===== config.mk =====
export PLATFORM = sky130hd
export DESIGN_NAME = flash_read_arbiter
export DESIGN_NICKNAME = d
export VERILOG_FILES = /design/src/rtl/flash_read_arbiter.sv
export SDC_FILE = /design/constraint.sdc
export NUM_CORES = 1
export LEC_CHECK = 0
export CORE_MARGIN = 2
export CORE_UTILIZATION = 39
export CTS_BUF_LIST = sky130_fd_sc_hd__clkbuf_16
export DETAILED_ROUTE_END_ITERATION = 16
export PLACE_DENSITY = 0.91
export SLEW_MARGIN = 5
export SYNTH_ARGS = -nofsm -noshare
export SYNTH_HDL_FRONTEND = slang
export SYNTH_SLANG_ARGS = --single-unit

===== constraint.sdc =====
create_clock -name clk -period 2.8 [get_ports clk]
set_clock_uncertainty 0.15 [all_clocks]
set_input_delay 0.28 -clock clk [delete_from_list [all_inputs] [get_ports clk]]
set_output_delay 0.28 -clock clk [all_outputs]
set_load 0.05 [all_outputs]

===== src/rtl/flash_read_arbiter.sv =====
// Round-robin arbiter sharing one SPI flash read engine among NUM_REQ requesters.
// Define FLASH_ARB_TIMEOUT_EN to abort stalled transfers after TIMEOUT wait cycles (err pulses with the ack).
module flash_read_arbiter #(
  parameter int NUM_REQ = 4,
  parameter int TIMEOUT = 1023
) (
  input  logic                    clk,
  input  logic                    rst,
  input  logic [NUM_REQ-1:0]      req,
  input  logic [24*NUM_REQ-1:0]   req_addr,
  output logic [NUM_REQ-1:0]      ack,
  output logic [7:0]              rd_data,
  output logic                    err,
  output logic                    busy,
  output logic                    flash_load,
  output logic [23:0]             flash_addr,
  input  logic                    flash_ready,
  input  logic [7:0]              flash_data
);

  localparam int IDX_W = (NUM_REQ > 1) ? $clog2(NUM_REQ) : 1;

  if (NUM_REQ < 2 || NUM_REQ > 8 || TIMEOUT < 1 || TIMEOUT > 1023) begin : g_bad_param
    $error("flash_read_arbiter: parameter out of range");
  end

  typedef enum logic [1:0] {IDLE, ISSUE, WAIT_BUSY, WAIT_DONE} state_t;

  state_t               state_q, state_d;
  logic [IDX_W-1:0]     grant_q, grant_d;
  logic [IDX_W-1:0]     rr_q, rr_d;
  logic [23:0]          addr_q, addr_d;
  logic [7:0]           data_q, data_d;
  logic [NUM_REQ-1:0]   ack_q, ack_d;
  logic                 load_q, load_d;
  logic                 busy_q, busy_d;
  logic [IDX_W-1:0]     pick;
  logic [23:0]          addr_arr [NUM_REQ];

`ifdef FLASH_ARB_TIMEOUT_EN
  localparam logic [9:0] TMO_LAST = 10'(TIMEOUT - 1);
  logic [9:0]           tmo_q, tmo_d;
  logic                 err_q, err_d;
`endif

  for (genvar gi = 0; gi < NUM_REQ; gi++) begin : g_addr
    assign addr_arr[gi] = req_addr[24*gi +: 24];
  end

  // First set request at or after the pointer, wrapping modulo NUM_REQ.
  function automatic logic [IDX_W-1:0] rr_pick(input logic [NUM_REQ-1:0] r,
                                               input logic [IDX_W-1:0]   p);
    logic [IDX_W-1:0] sel;
    logic             found;
    int               j;
    sel   = '0;
    found = 1'b0;
    for (int k = 0; k < NUM_REQ; k++) begin
      j = int'(p) + k;
      if (j >= NUM_REQ) j = j - NUM_REQ;
      if (!found && r[j]) begin
        found = 1'b1;
        sel   = IDX_W'(j);
      end
    end
    return sel;
  endfunction

  function automatic logic [IDX_W-1:0] next_idx(input logic [IDX_W-1:0] i);
    if (i == IDX_W'(NUM_REQ - 1)) return '0;
    return i + IDX_W'(1);
  endfunction

  always_comb begin
    state_d = state_q;
    grant_d = grant_q;
    rr_d    = rr_q;
    addr_d  = addr_q;
    data_d  = data_q;
    ack_d   = '0;
    pick    = rr_pick(req, rr_q);

    case (state_q)
      IDLE: begin
        if (|req) begin
          grant_d = pick;
          addr_d  = addr_arr[pick];
          state_d = ISSUE;
        end
      end
      ISSUE: begin
        if (flash_ready) state_d = WAIT_BUSY;
      end
      WAIT_BUSY: begin
        // Ready still reads high for one cycle after the load is taken.
        if (!flash_ready) state_d = WAIT_DONE;
      end
      WAIT_DONE: begin
        if (flash_ready) begin
          data_d         = flash_data;
          ack_d[grant_q] = 1'b1;
          rr_d           = next_idx(grant_q);
          state_d        = IDLE;
        end
      end
      default: state_d = IDLE;
    endcase

`ifdef FLASH_ARB_TIMEOUT_EN
    err_d = 1'b0;
    tmo_d = tmo_q;
    if (state_q == ISSUE) begin
      tmo_d = '0;
    end else if (state_q == WAIT_BUSY || state_q == WAIT_DONE) begin
      tmo_d = tmo_q + 10'd1;
      // A real completion in the same cycle wins over the abort.
      if (state_d != IDLE && tmo_q == TMO_LAST) begin
        data_d         = 8'hFF;
        ack_d[grant_q] = 1'b1;
        err_d          = 1'b1;
        rr_d           = next_idx(grant_q);
        state_d        = IDLE;
      end
    end
`endif

    load_d = (state_d == ISSUE);
    busy_d = (state_d != IDLE);
  end

  always_ff @(posedge clk) begin
    if (rst) begin
      state_q <= IDLE;
      grant_q <= '0;
      rr_q    <= '0;
      addr_q  <= '0;
      data_q  <= 8'h00;
      ack_q   <= '0;
      load_q  <= 1'b0;
      busy_q  <= 1'b0;
`ifdef FLASH_ARB_TIMEOUT_EN
      tmo_q   <= '0;
      err_q   <= 1'b0;
`endif
    end else begin
      state_q <= state_d;
      grant_q <= grant_d;
      rr_q    <= rr_d;
      addr_q  <= addr_d;
      data_q  <= data_d;
      ack_q   <= ack_d;
      load_q  <= load_d;
      busy_q  <= busy_d;
`ifdef FLASH_ARB_TIMEOUT_EN
      tmo_q   <= tmo_d;
      err_q   <= err_d;
`endif
    end
  end

  assign ack        = ack_q;
  assign rd_data    = data_q;
  assign busy       = busy_q;
  assign flash_load = load_q;
  assign flash_addr = addr_q;

`ifdef FLASH_ARB_TIMEOUT_EN
  assign err = err_q;
`else
  assign err = 1'b0;
`endif

endmodule

### Yosys cells after proc, flatten, opt, wreduce, memory -nomap -nowiden

Index checks and enable logic that the tools add are counted.

* logic and storage cells: 86
* flip-flop bits (word level): 44
* output and inout port bits: 39

* eq/ne operators: 5
* reduce and logical (&&, ||, !) cells: 13
* add/sub/neg operators: 8
* magnitude comparators: 11
* bitwise logic cells: 3
* muxes and demuxes: 38

Operators by type and width (number)
* 32-bit by 4-bit less-than comparator with 1-bit output, second input constant: 4
* 32-bit two-way mux: 4
* 24-bit binary-select mux with 2-bit select: 1
* 24-bit two-way mux: 2
* 2-bit two-way mux: 10
* 1-bit two-way mux: 15
* 3-bit >= comparator, second input constant: 4
* 3-bit by 3-bit subtractor with 4-bit output, second input constant: 3
* 1-bit binary-select mux with 2-bit select: 4
* 2-bit case mux with 4 select lines: 1
* 2-bit by 2-bit adder with 3-bit output, second input constant: 2
* 2-bit equality test, second input constant: 3
* 2-bit by 1-bit equality test with 1-bit output, second input constant: 2
* 1-bit logical AND: 4
* 2-bit AND reduction: 2
* 4-bit OR reduction: 1
* 2-bit by 3-bit subtractor with 4-bit output, second input constant: 1
* 2-bit by 1-bit adder with 3-bit output, second input constant: 1
* 2-bit by 3-bit >= comparator with 1-bit output, second input constant: 1
* 1-bit zero test: 3
* 2-bit by 3-bit less-than comparator with 1-bit output, second input constant: 1
* 2-bit NOT with 3-bit output: 1
* 3-bit OR reduction: 1
* 2-bit by 1-bit adder with 2-bit output, second input constant: 1
* 5 further kinds: 6

### Logic depth before layout (Yosys ltp)

Gate-level depths: netlist of run 1.

* depth after elaboration: 19
* mapped depth: 7
* depth with buffers taken out: 5

### Worst setup path after synthesis of run 1

Ideal clock, no wire load.

* path kind: reg2reg
* start point: register rr_q[1]
* end point: register addr_q[1], in the netlist flash_addr[1]
* path buffers: 2
* cell stages (with the launch flop): 8
* arrival: 1656 ps
* setup slack: 847 ps
* setup time: 147 ps
* path through: dfxtp_1 > mux2i_1 > or2_1 > buf_6 > nand3_4 > buf_4 > a2111oi_0 > a2111oi_2

* longest elaborated chain between the ends: 19

Ends and longest elaborated chain
* start, declared: RTL line 31 `logic [IDX_W-1:0] rr_q, rr_d;`
* start signal, assigned: RTL line 148 `rr_q <= rr_d;`
* branches (longest 14 deep; another with 3-bit by 3-bit subtractor with 4-bit output)
* 2-bit two-way mux *: RTL line 61 `if (!found && r[j]) begin`
* 2-bit NOT with 3-bit output (implied by the code) *: RTL line 87 `addr_d = addr_arr[pick];`
* 24-bit binary-select mux with 2-bit select *: RTL line 87
* 24-bit two-way mux (implied by the code) * (2 in a row): RTL line 87
* end signal, assigned: RTL line 149 `addr_q <= addr_d;`
* end, declared: RTL line 32 `logic [23:0] addr_q, addr_d;`

Mark *: on every way between the ends. The select of a mux whose other input is x is not followed.
A chain may end at the register's enable or synchronous reset.

### Worst setup path after layout of run 1

* start point: input req[2]
* end point: register addr_q[13], in the netlist flash_addr[13]

* longest elaborated chain between the ends: 17

Ends and longest elaborated chain
* start, declared: RTL line 9 `input logic [NUM_REQ-1:0] req,`
* 1-bit binary-select mux with 2-bit select: RTL line 61
* 1-bit two-way mux (implied by the code) (2 in a row): RTL line 61
* 1-bit two-way mux: RTL line 61
* 1-bit zero test: RTL line 61
* 1-bit logical AND: RTL line 61
* 1-bit two-way mux: RTL line 61
* 1-bit zero test: RTL line 61
* 1-bit logical AND: RTL line 61
* 1-bit two-way mux: RTL line 61
* 1-bit zero test: RTL line 61
* 1-bit logical AND: RTL line 61
* 2-bit two-way mux: RTL line 61
* 2-bit NOT with 3-bit output (implied by the code): RTL line 87
* 24-bit binary-select mux with 2-bit select: RTL line 87
* 24-bit two-way mux (implied by the code) (2 in a row): RTL line 87

Several ways; a longest one is shown, not always the timed one. The select of a mux whose other input is x is not followed.

==> flow_summary.html, run 1 <==
<table>
<tr><th>Metric</th><th>Value</th></tr>
<tr><th colspan="2">Run status</th></tr>
<tr><td>Outcome</td><td>finished clean</td></tr>
<tr><th colspan="2">Timing</th></tr>
<tr><td>Total negative slack</td><td>0 ps</td></tr>
<tr><td>Max-slew violation count</td><td>0</td></tr>
<tr><td>Hold Vio Cnt, Final</td><td>0</td></tr>
<tr><td>Worst setup slack after layout</td><td>378 ps</td></tr>
<tr><td>Final critical delay including setup and external delays</td><td>2420 ps</td></tr>
<tr><td>Share of the clock period used by the worst path after layout</td><td>86.5%</td></tr>
<tr><td>Transition time of the tightest slew-check pin</td><td>768 ps</td></tr>
<tr><td>Relative slew slack</td><td>48.4%</td></tr>
<tr><td>Achievable Freq</td><td>413 MHz</td></tr>
<tr><td>Final worst hold slack</td><td>313 ps</td></tr>
<tr><td>Setup repair after global routing missed its margin</td><td>no</td></tr>
<tr><td>Final Setup Violations</td><td>0</td></tr>
<tr><th colspan="2">Synth</th></tr>
<tr><td>Post-Syn Area per Cell</td><td>9.36 µm²</td></tr>
<tr><td>Async SR Flop Fraction</td><td>0%</td></tr>
<tr><td>Most used standard cells in the synthesized netlist</td><td>sky130_fd_sc_hd__dfxtp_1 (44), sky130_fd_sc_hd__nand2_1 (23), sky130_fd_sc_hd__nor2_1 (23)</td></tr>
<tr><td>Share of the yosys chip area belonging to registers</td><td>33.5%</td></tr>
<tr><td>Count of warnings emitted by yosys</td><td>0</td></tr>
<tr><td>Area share of the largest cell type after synthesis</td><td>33.5%</td></tr>
<tr><td>Netlist cell types</td><td>41</td></tr>
<tr><td>Area leader, netlist</td><td>sky130_fd_sc_hd__dfxtp_1</td></tr>
<tr><td>Cells after Synth</td><td>281</td></tr>
<tr><td>Number of enable-type register cells in the synthesized netlist</td><td>0</td></tr>
<tr><td>Most common cell in the netlist</td><td>sky130_fd_sc_hd__dfxtp_1</td></tr>
<tr><td>Synth Register Bits</td><td>44</td></tr>
<tr><td>Most common flop cell mapped by yosys</td><td>sky130_fd_sc_hd__dfxtp_1</td></tr>
<tr><td>Area contributors post-synth</td><td>sky130_fd_sc_hd__dfxtp_1 (33%), sky130_fd_sc_hd__a2111oi_1 (6.5%), sky130_fd_sc_hd__mux2i_1 (6.5%)</td></tr>
<tr><td>Summed instance area of the synthesized netlist</td><td>2630 µm²</td></tr>
<tr><td>Post-Synthesis Net Count</td><td>396</td></tr>
<tr><th colspan="2">Clocking</th></tr>
<tr><td>Number of gates resized after cts</td><td>0</td></tr>
<tr><td>TritonCTS clock tree</td><td>built</td></tr>
<tr><td>TritonCTS buffer count</td><td>5</td></tr>
<tr><td>Post-CTS Setup Bufs</td><td>0</td></tr>
<tr><td>Clock Root Buffer</td><td>sky130_fd_sc_hd__clkbuf_16</td></tr>
<tr><td>Clock latency reported for the late side of the worst-skew pair</td><td>280 ps</td></tr>
<tr><td>Hold bufs inserted after CTS</td><td>0</td></tr>
<tr><td>Clk pin slew, worst setup/hold paths</td><td>60 ps</td></tr>
<tr><td>Max Buffers Root-to-Sink</td><td>2</td></tr>
<tr><td>Clock tree sinks</td><td>44</td></tr>
<tr><td>H-tree Lvls</td><td>2</td></tr>
<tr><th colspan="2">Setup path</th></tr>
<tr><td>CP top delay family</td><td>compound AO/OA/AOI/OAI gates</td></tr>
<tr><td>Crit path DAT</td><td>2420 ps</td></tr>
<tr><td>Startpoint of the lowest-slack register-to-register path</td><td>rr_q[1]</td></tr>
<tr><td>Most numerous cell on the critical path</td><td>sky130_fd_sc_hd__a2111oi_1</td></tr>
<tr><td>CP Cell Sequence</td><td>clkdlybuf4s50_1, nor2b_1, a311oi_1, or2_2, a2111oi_1, a2111oi_1</td></tr>
<tr><td>Worst path bufs/invs</td><td>1</td></tr>
<tr><td>Stages on worst setup path</td><td>6</td></tr>
<tr><td>Required time of the critical path</td><td>2800 ps</td></tr>
<tr><td>Worst setup path start</td><td>req[2]</td></tr>
<tr><td>Category of the worst setup path capture point</td><td>register</td></tr>
<tr><td>Crit path max fanout</td><td>24</td></tr>
<tr><td>Slowest cell on crit path</td><td>sky130_fd_sc_hd__or2_2</td></tr>
<tr><td>Startpoint kind of the worst setup timing path</td><td>input pin</td></tr>
<tr><td>Crit Path Class</td><td>in -&gt; reg</td></tr>
<tr><td>Worst R2R Path Depth</td><td>6</td></tr>
<tr><td>Critical Path Max Stage Delay</td><td>540 ps</td></tr>
<tr><th colspan="2">Finish</th></tr>
<tr><td>Inserted Diodes</td><td>0</td></tr>
<tr><td>Net count, final</td><td>534</td></tr>
<tr><td>Fill cell instance count of the final layout</td><td>510</td></tr>
<tr><td>Fraction of final layout cells sized beyond drive strength 1</td><td>9.05%</td></tr>
<tr><td>Area Overhead vs Synth</td><td>63.3%</td></tr>
<tr><th colspan="2">Routing</th></tr>
<tr><td>Avg WL per Cell</td><td>18.6 µm</td></tr>
<tr><td>Iteration-0 DRC Markers</td><td>210</td></tr>
<tr><td>Drt drc</td><td>0</td></tr>
<tr><td>Iteration count of the initial detailed-routing pass</td><td>4</td></tr>
<tr><td>DR vias/cell</td><td>5.92</td></tr>
<tr><td>DR vias</td><td>2942</td></tr>
<tr><td>Total detailed-routing wirelength</td><td>9.24 mm</td></tr>
<tr><td>Remaining antenna violation count</td><td>0</td></tr>
<tr><th colspan="2">Hold path</th></tr>
<tr><td>Worst Hold Path Cells</td><td>2</td></tr>
<tr><td>Start point of the worst hold path</td><td>rd_data[7]</td></tr>
<tr><td>Worst min-delay path class</td><td>reg -&gt; reg</td></tr>
<tr><th colspan="2">Global route</th></tr>
<tr><td>Via count of the first global-routing pass</td><td>2900</td></tr>
<tr><td>Global-route wire length before repair</td><td>14.3 mm</td></tr>
<tr><td>Largest net degree at the start of global routing</td><td>31</td></tr>
<tr><td>Global Route Usage Sum</td><td>24.4%</td></tr>
<tr><td>GRT overflow</td><td>0</td></tr>
<tr><td>Antenna violations before repair</td><td>0</td></tr>
<tr><th colspan="2">Floorplan</th></tr>
<tr><td>Initial core utilization</td><td>41.0%</td></tr>
<tr><td>Die X</td><td>86.1 µm</td></tr>
<tr><td>I/O Pins</td><td>150</td></tr>
<tr><td>Total number of placement rows</td><td>29</td></tr>
<tr><td>Die Height</td><td>86.1 µm</td></tr>
<tr><td>Standard cell core area</td><td>6420 µm²</td></tr>
<tr><td>Die outline area</td><td>7420 µm²</td></tr>
<tr><th colspan="2">Power</th></tr>
<tr><td>Overall power consumption</td><td>2.16 mW</td></tr>
<tr><td>Leakage power summed over all cells</td><td>1.60 nW</td></tr>
<tr><td>Worst supply voltage drop on vdd</td><td>0.326 mV</td></tr>
<tr><td>Power per cell area</td><td>502 nW/µm²</td></tr>
<tr><th colspan="2">Place</th></tr>
<tr><td>Port bufs</td><td>148</td></tr>
<tr><td>Pre-CTS worst setup slack</td><td>121 ps</td></tr>
<tr><td>GP Congestion</td><td>0.856</td></tr>
<tr><td>Detailed Place HPWL</td><td>6.88 mm</td></tr>
<tr><th colspan="2">Run</th></tr>
<tr><td>Number of max-cap violations</td><td>0</td></tr>
</table>
## worst min-delay path: stages, from the launching register on
cell	delay, ps
sky130_fd_sc_hd__dfxtp_1	310
sky130_fd_sc_hd__nand2_1	50
sky130_fd_sc_hd__a21oi_1	60
## routing by layer
metal	track usage, %	vias up	wire length [µm]
li1	-	1372	-
met1	28.4	1408	3730
met2	43.2	146	4560
met3	7.03	16	781
met4	7.22	0	166
met5	0	-	0
## logic make-up after synthesis
kind of cell | share of synthesized area (%)
AND/OR/NAND/NOR | 21.9
AO/OA/AOI/OAI | 25.4
flip-flops | 33.5
buffers and inverters | 6.99
multiplexers | 9.89
adder cells (fa/ha/maj) | 1.90
other | 0.143
XOR/XNOR | 0.333
## metrics by stage
stage	std cells	cell area, µm²	utilization [%]
finish	497	4300	66.9
global route	497	4300	66.9
CTS	497	4300	66.9
detailed placement	489	4150	64.7
global placement	489	4150	64.7
floorplan	281	2630	-
## final cells by class
cell class | instances | area (µm²) | area share (%)
multi-input cells | 205 | 1570 | 36.6
inverters | 3 | 11.3 | 0.262
repair buffers | 160 | 1590 | 37.0
clock buffers | 5 | 125 | 2.91
well taps | 77 | 96.3 | 2.24
clock inverters | 3 | 18.8 | 0.437
flip-flops and latches | 44 | 881 | 20.5
## registers in the layout, summed over array words and instances (netlist names)
register	count
busy	1
state_q	2
rd_data	8
ack	4
grant_q	2
rr_q	2
flash_load	1
flash_addr	24
## placed cells by master, fill, tap and decap left out, types with 2 or more instances in the layout
cell type / netlist / layout
sky130_fd_sc_hd__nor3b_1: 12 / 12
sky130_fd_sc_hd__clkdlybuf4s50_1: 0 / 147
sky130_fd_sc_hd__nor3_1: 3 / 3
sky130_fd_sc_hd__and4_1: 16 / 16
sky130_fd_sc_hd__a211o_1: 8 / 8
sky130_fd_sc_hd__o31ai_1: 8 / 8
sky130_fd_sc_hd__inv_1: 3 / 3
sky130_fd_sc_hd__clkbuf_16: 0 / 5
sky130_fd_sc_hd__mux2_1: 5 / 5
sky130_fd_sc_hd__a21oi_1: 14 / 14
sky130_fd_sc_hd__clkinvlp_4: 0 / 2
sky130_fd_sc_hd__a2111oi_2: 11 / 11
sky130_fd_sc_hd__nor2b_1: 2 / 2
sky130_fd_sc_hd__a2111oi_1: 17 / 17
sky130_fd_sc_hd__nor2_1: 23 / 23
sky130_fd_sc_hd__or2_2: 2 / 2
sky130_fd_sc_hd__dfxtp_1: 44 / 44
sky130_fd_sc_hd__mux2i_1: 17 / 17
sky130_fd_sc_hd__buf_4: 3 / 10
sky130_fd_sc_hd__or2_1: 2 / 2
sky130_fd_sc_hd__buf_12: 2 / 2
sky130_fd_sc_hd__mux2_2: 3 / 3
sky130_fd_sc_hd__ha_1: 4 / 4
sky130_fd_sc_hd__nand2b_1: 3 / 3
sky130_fd_sc_hd__nand2_1: 23 / 23
sky130_fd_sc_hd__a2111oi_0: 12 / 12
sky130_fd_sc_hd__nand4_1: 8 / 8
## power by group
group / internal [mW] / total [mW] / switching [mW] / leakage [nW]
clock: 0.327 / 0.566 / 0.239 / 0.0635
sequential: 0.694 / 0.737 / 0.0423 / 0.362
combinational: 0.373 / 0.854 / 0.481 / 1.17
total: 1.39 / 2.16 / 0.762 / 1.60
## worst paths after layout
path | slack [ps] | endpoint
max reg2reg | 470 | flash_addr[2]
min reg2reg | 310 | rd_data[7]
min | 310 | rd_data[7]
max | 380 | flash_addr[13]
(Power assumes the default switching activity.)
==> inputs of run 2 (changes only) <==
--- a/config.mk
+++ b/config.mk
@@ -5,6 +5,7 @@
 export SDC_FILE = /design/constraint.sdc
 export NUM_CORES = 1
 export LEC_CHECK = 0
+export CORE_ASPECT_RATIO = 0.6
 export CORE_MARGIN = 2
 export CORE_UTILIZATION = 39
 export CTS_BUF_LIST = sky130_fd_sc_hd__clkbuf_16
==> run 2 against run 1 <==
Worst setup slack gained 64 ps. First-iteration DRC count shrank 36%. Critical path depth grew 1. Count of clock-buffer cells in the layout unchanged. Sequential power hardly changed. Worst hold slack worse by 6.6 ps. Combinational power up 0.5%.
==> flow_summary.html, run 2 (synthesis results as in run 1) <==
<table>
<tr><th>Metric</th><th>Value</th></tr>
<tr><th colspan="2">Clocking</th></tr>
<tr><td>TritonCTS buffer count</td><td>5</td></tr>
<tr><td>Clock latency reported for the late side of the worst-skew pair</td><td>290 ps</td></tr>
<tr><td>Number of gates resized after cts</td><td>0</td></tr>
<tr><td>Clock tree sinks</td><td>44</td></tr>
<tr><td>TritonCTS clock tree</td><td>built</td></tr>
<tr><td>Post-CTS Setup Bufs</td><td>0</td></tr>
<tr><td>Hold bufs inserted after CTS</td><td>0</td></tr>
<tr><td>Clock Root Buffer</td><td>sky130_fd_sc_hd__clkbuf_16</td></tr>
<tr><td>Clk pin slew, worst setup/hold paths</td><td>60 ps</td></tr>
<tr><td>Max Buffers Root-to-Sink</td><td>2</td></tr>
<tr><td>H-tree Lvls</td><td>2</td></tr>
<tr><th colspan="2">Hold path</th></tr>
<tr><td>Start point of the worst hold path</td><td>rd_data[6]</td></tr>
<tr><td>Worst min-delay path class</td><td>reg -&gt; reg</td></tr>
<tr><th colspan="2">Global route</th></tr>
<tr><td>Global-route wire length before repair</td><td>13.9 mm</td></tr>
<tr><td>Antenna violations before repair</td><td>0</td></tr>
<tr><td>Via count of the first global-routing pass</td><td>2879</td></tr>
<tr><td>Largest net degree at the start of global routing</td><td>30</td></tr>
<tr><td>GRT overflow</td><td>0</td></tr>
<tr><td>Global Route Usage Sum</td><td>24.8%</td></tr>
<tr><th colspan="2">Finish</th></tr>
<tr><td>Most frequent standard cell in the layout excluding fill and tap cells</td><td>sky130_fd_sc_hd__clkdlybuf4s50_1</td></tr>
<tr><td>Flip-flop count of the largest register after layout</td><td>24</td></tr>
<tr><td>Fill cell instance count of the final layout</td><td>543</td></tr>
<tr><td>Area Overhead vs Synth</td><td>64.9%</td></tr>
<tr><td>Inserted Diodes</td><td>0</td></tr>
<tr><td>Net count, final</td><td>537</td></tr>
<tr><td>Fraction of final layout cells sized beyond drive strength 1</td><td>9.46%</td></tr>
<tr><td>Highest-count cells in the layout ignoring fill and taps</td><td>sky130_fd_sc_hd__clkdlybuf4s50_1 (147), sky130_fd_sc_hd__dfxtp_1 (44), sky130_fd_sc_hd__nand2_1 (23), sky130_fd_sc_hd__nor2_1 (23)</td></tr>
<tr><th colspan="2">Routing</th></tr>
<tr><td>Remaining antenna violation count</td><td>0</td></tr>
<tr><td>Routed length on met2</td><td>4.47 mm</td></tr>
<tr><td>DR top layer</td><td>met4</td></tr>
<tr><td>Iteration count of the initial detailed-routing pass</td><td>5</td></tr>
<tr><td>Drt drc</td><td>0</td></tr>
<tr><td>DR WL met3</td><td>956 µm</td></tr>
<tr><td>DR vias/cell</td><td>5.59</td></tr>
<tr><td>DR vias</td><td>2852</td></tr>
<tr><td>Total detailed-routing wirelength</td><td>9.34 mm</td></tr>
<tr><td>Iteration-0 DRC Markers</td><td>135</td></tr>
<tr><td>Wire length the detailed router placed on met1</td><td>3.78 mm</td></tr>
<tr><td>Avg WL per Cell</td><td>18.3 µm</td></tr>
<tr><th colspan="2">Power</th></tr>
<tr><td>Worst supply voltage drop on vdd</td><td>0.304 mV</td></tr>
<tr><td>Power per cell area</td><td>520 nW/µm²</td></tr>
<tr><td>Net Switching</td><td>773 µW</td></tr>
<tr><td>Part of the power in the clock network</td><td>29.3%</td></tr>
<tr><td>Overall power consumption</td><td>2.25 mW</td></tr>
<tr><td>Leakage power summed over all cells</td><td>1.62 nW</td></tr>
<tr><td>Combinational fraction of design power</td><td>38.1%</td></tr>
<tr><td>Part of the total power dissipated in sequential elements</td><td>32.6%</td></tr>
<tr><td>Proportion of total power due to net switching</td><td>34.3%</td></tr>
<tr><td>Internal Power</td><td>1.48 mW</td></tr>
<tr><th colspan="2">Floorplan</th></tr>
<tr><td>Die outline area</td><td>7440 µm²</td></tr>
<tr><td>Total number of placement rows</td><td>23</td></tr>
<tr><td>I/O Pins</td><td>150</td></tr>
<tr><td>Die X</td><td>110 µm</td></tr>
<tr><td>Die Height</td><td>67.6 µm</td></tr>
<tr><td>Standard cell core area</td><td>6590 µm²</td></tr>
<tr><td>Initial core utilization</td><td>39.9%</td></tr>
<tr><th colspan="2">Setup path</th></tr>
<tr><td>Startpoint of the lowest-slack register-to-register path</td><td>rr_q[1]</td></tr>
<tr><td>Startpoint kind of the worst setup timing path</td><td>input pin</td></tr>
<tr><td>Category of the worst setup path capture point</td><td>register</td></tr>
<tr><td>Crit Path Class</td><td>in -&gt; reg</td></tr>
<tr><td>Required time of the critical path</td><td>2780 ps</td></tr>
<tr><td>Worst setup path start</td><td>req[2]</td></tr>
<tr><td>Crit path max fanout</td><td>24</td></tr>
<tr><td>Crit path DAT</td><td>2340 ps</td></tr>
<tr><th colspan="2">Timing</th></tr>
<tr><td>Total negative slack</td><td>0 ps</td></tr>
<tr><td>Achievable Freq</td><td>424 MHz</td></tr>
<tr><td>Share of the clock period used by the worst path after layout</td><td>84.2%</td></tr>
<tr><td>Max-slew violation count</td><td>0</td></tr>
<tr><td>Setup repair after global routing missed its margin</td><td>no</td></tr>
<tr><td>Hold Vio Cnt, Final</td><td>0</td></tr>
<tr><td>Final Setup Violations</td><td>0</td></tr>
<tr><td>Transition time of the tightest slew-check pin</td><td>746 ps</td></tr>
<tr><td>Relative slew slack</td><td>49.9%</td></tr>
<tr><td>Final critical delay including setup and external delays</td><td>2360 ps</td></tr>
<tr><th colspan="2">Place</th></tr>
<tr><td>Detailed Place HPWL</td><td>7.16 mm</td></tr>
<tr><td>GP Congestion</td><td>0.858</td></tr>
<tr><td>Port bufs</td><td>148</td></tr>
<tr><th colspan="2">Run</th></tr>
<tr><td>Number of max-cap violations</td><td>0</td></tr>
<tr><th colspan="2">Run status</th></tr>
<tr><td>Outcome</td><td>finished clean</td></tr>
</table>
## run 2: critical path: stages
cell                              delay (ps)
sky130_fd_sc_hd__clkdlybuf4s50_1         550
sky130_fd_sc_hd__mux2i_1                 110
sky130_fd_sc_hd__or2_1                   260
sky130_fd_sc_hd__buf_4                   220
sky130_fd_sc_hd__and4_1                  190
sky130_fd_sc_hd__a2111oi_0               600
sky130_fd_sc_hd__a2111oi_1               130
## run 2: power by group through the flow
stage / clock, mW / combinational (mW) / sequential (mW)
after CTS: 0.667 / 0.861 / 0.736
final: 0.660 / 0.858 / 0.736
after detailed placement: 0 / 0.855 / 0.749
after floorplan: 0 / 0.287 / 0.952
after global routing: 0.698 / 0.910 / 0.742
after global placement: 0 / 0.835 / 0.746
## run 2: metal layers
metal  up-vias  GRT usage [%]
met5         -              0
met4         0           8.23
met3        10           8.69
met2       134           43.2
met1      1339           28.8
li1       1369              -
## run 2: final cells by class
cell class | count | area (µm²) | share of cell area (%)
Clock buffer | 5 | 125 | 2.88
Clock inverter | 3 | 37.5 | 0.865
Inverter | 3 | 11.3 | 0.260
Multi-Input combinational cell | 205 | 1570 | 36.3
Sequential cell | 44 | 881 | 20.3
Tap cell | 87 | 109 | 2.51
Timing Repair Buffer | 163 | 1600 | 36.9
## run 2: through the flow
| step | setup WS, ps | utilization, % | std cells | instance area, µm² | hold WS [ps] |
|---|---|---|---|---|---|
| final | 441 | 65.8 | 510 | 4340 | 306 |
| after global routing | 271 | 65.8 | 510 | 4340 | 336 |
| after CTS | 370 | 65.8 | 510 | 4340 | 308 |
| after detailed placement | 73.2 | 63.4 | 502 | 4180 | 299 |
| after global placement | 207 | 63.4 | 502 | 4180 | 292 |
| after floorplan | 847 | - | 281 | 2630 | 266 |
## run 2: worst paths after layout
kind	slack, ps	cells past startpoint	endpoint
max	440	7	flash_addr[0]
max reg2reg	510	6	flash_addr[0]
min reg2reg	310	2	rd_data[6]
min	310	2	rd_data[6]
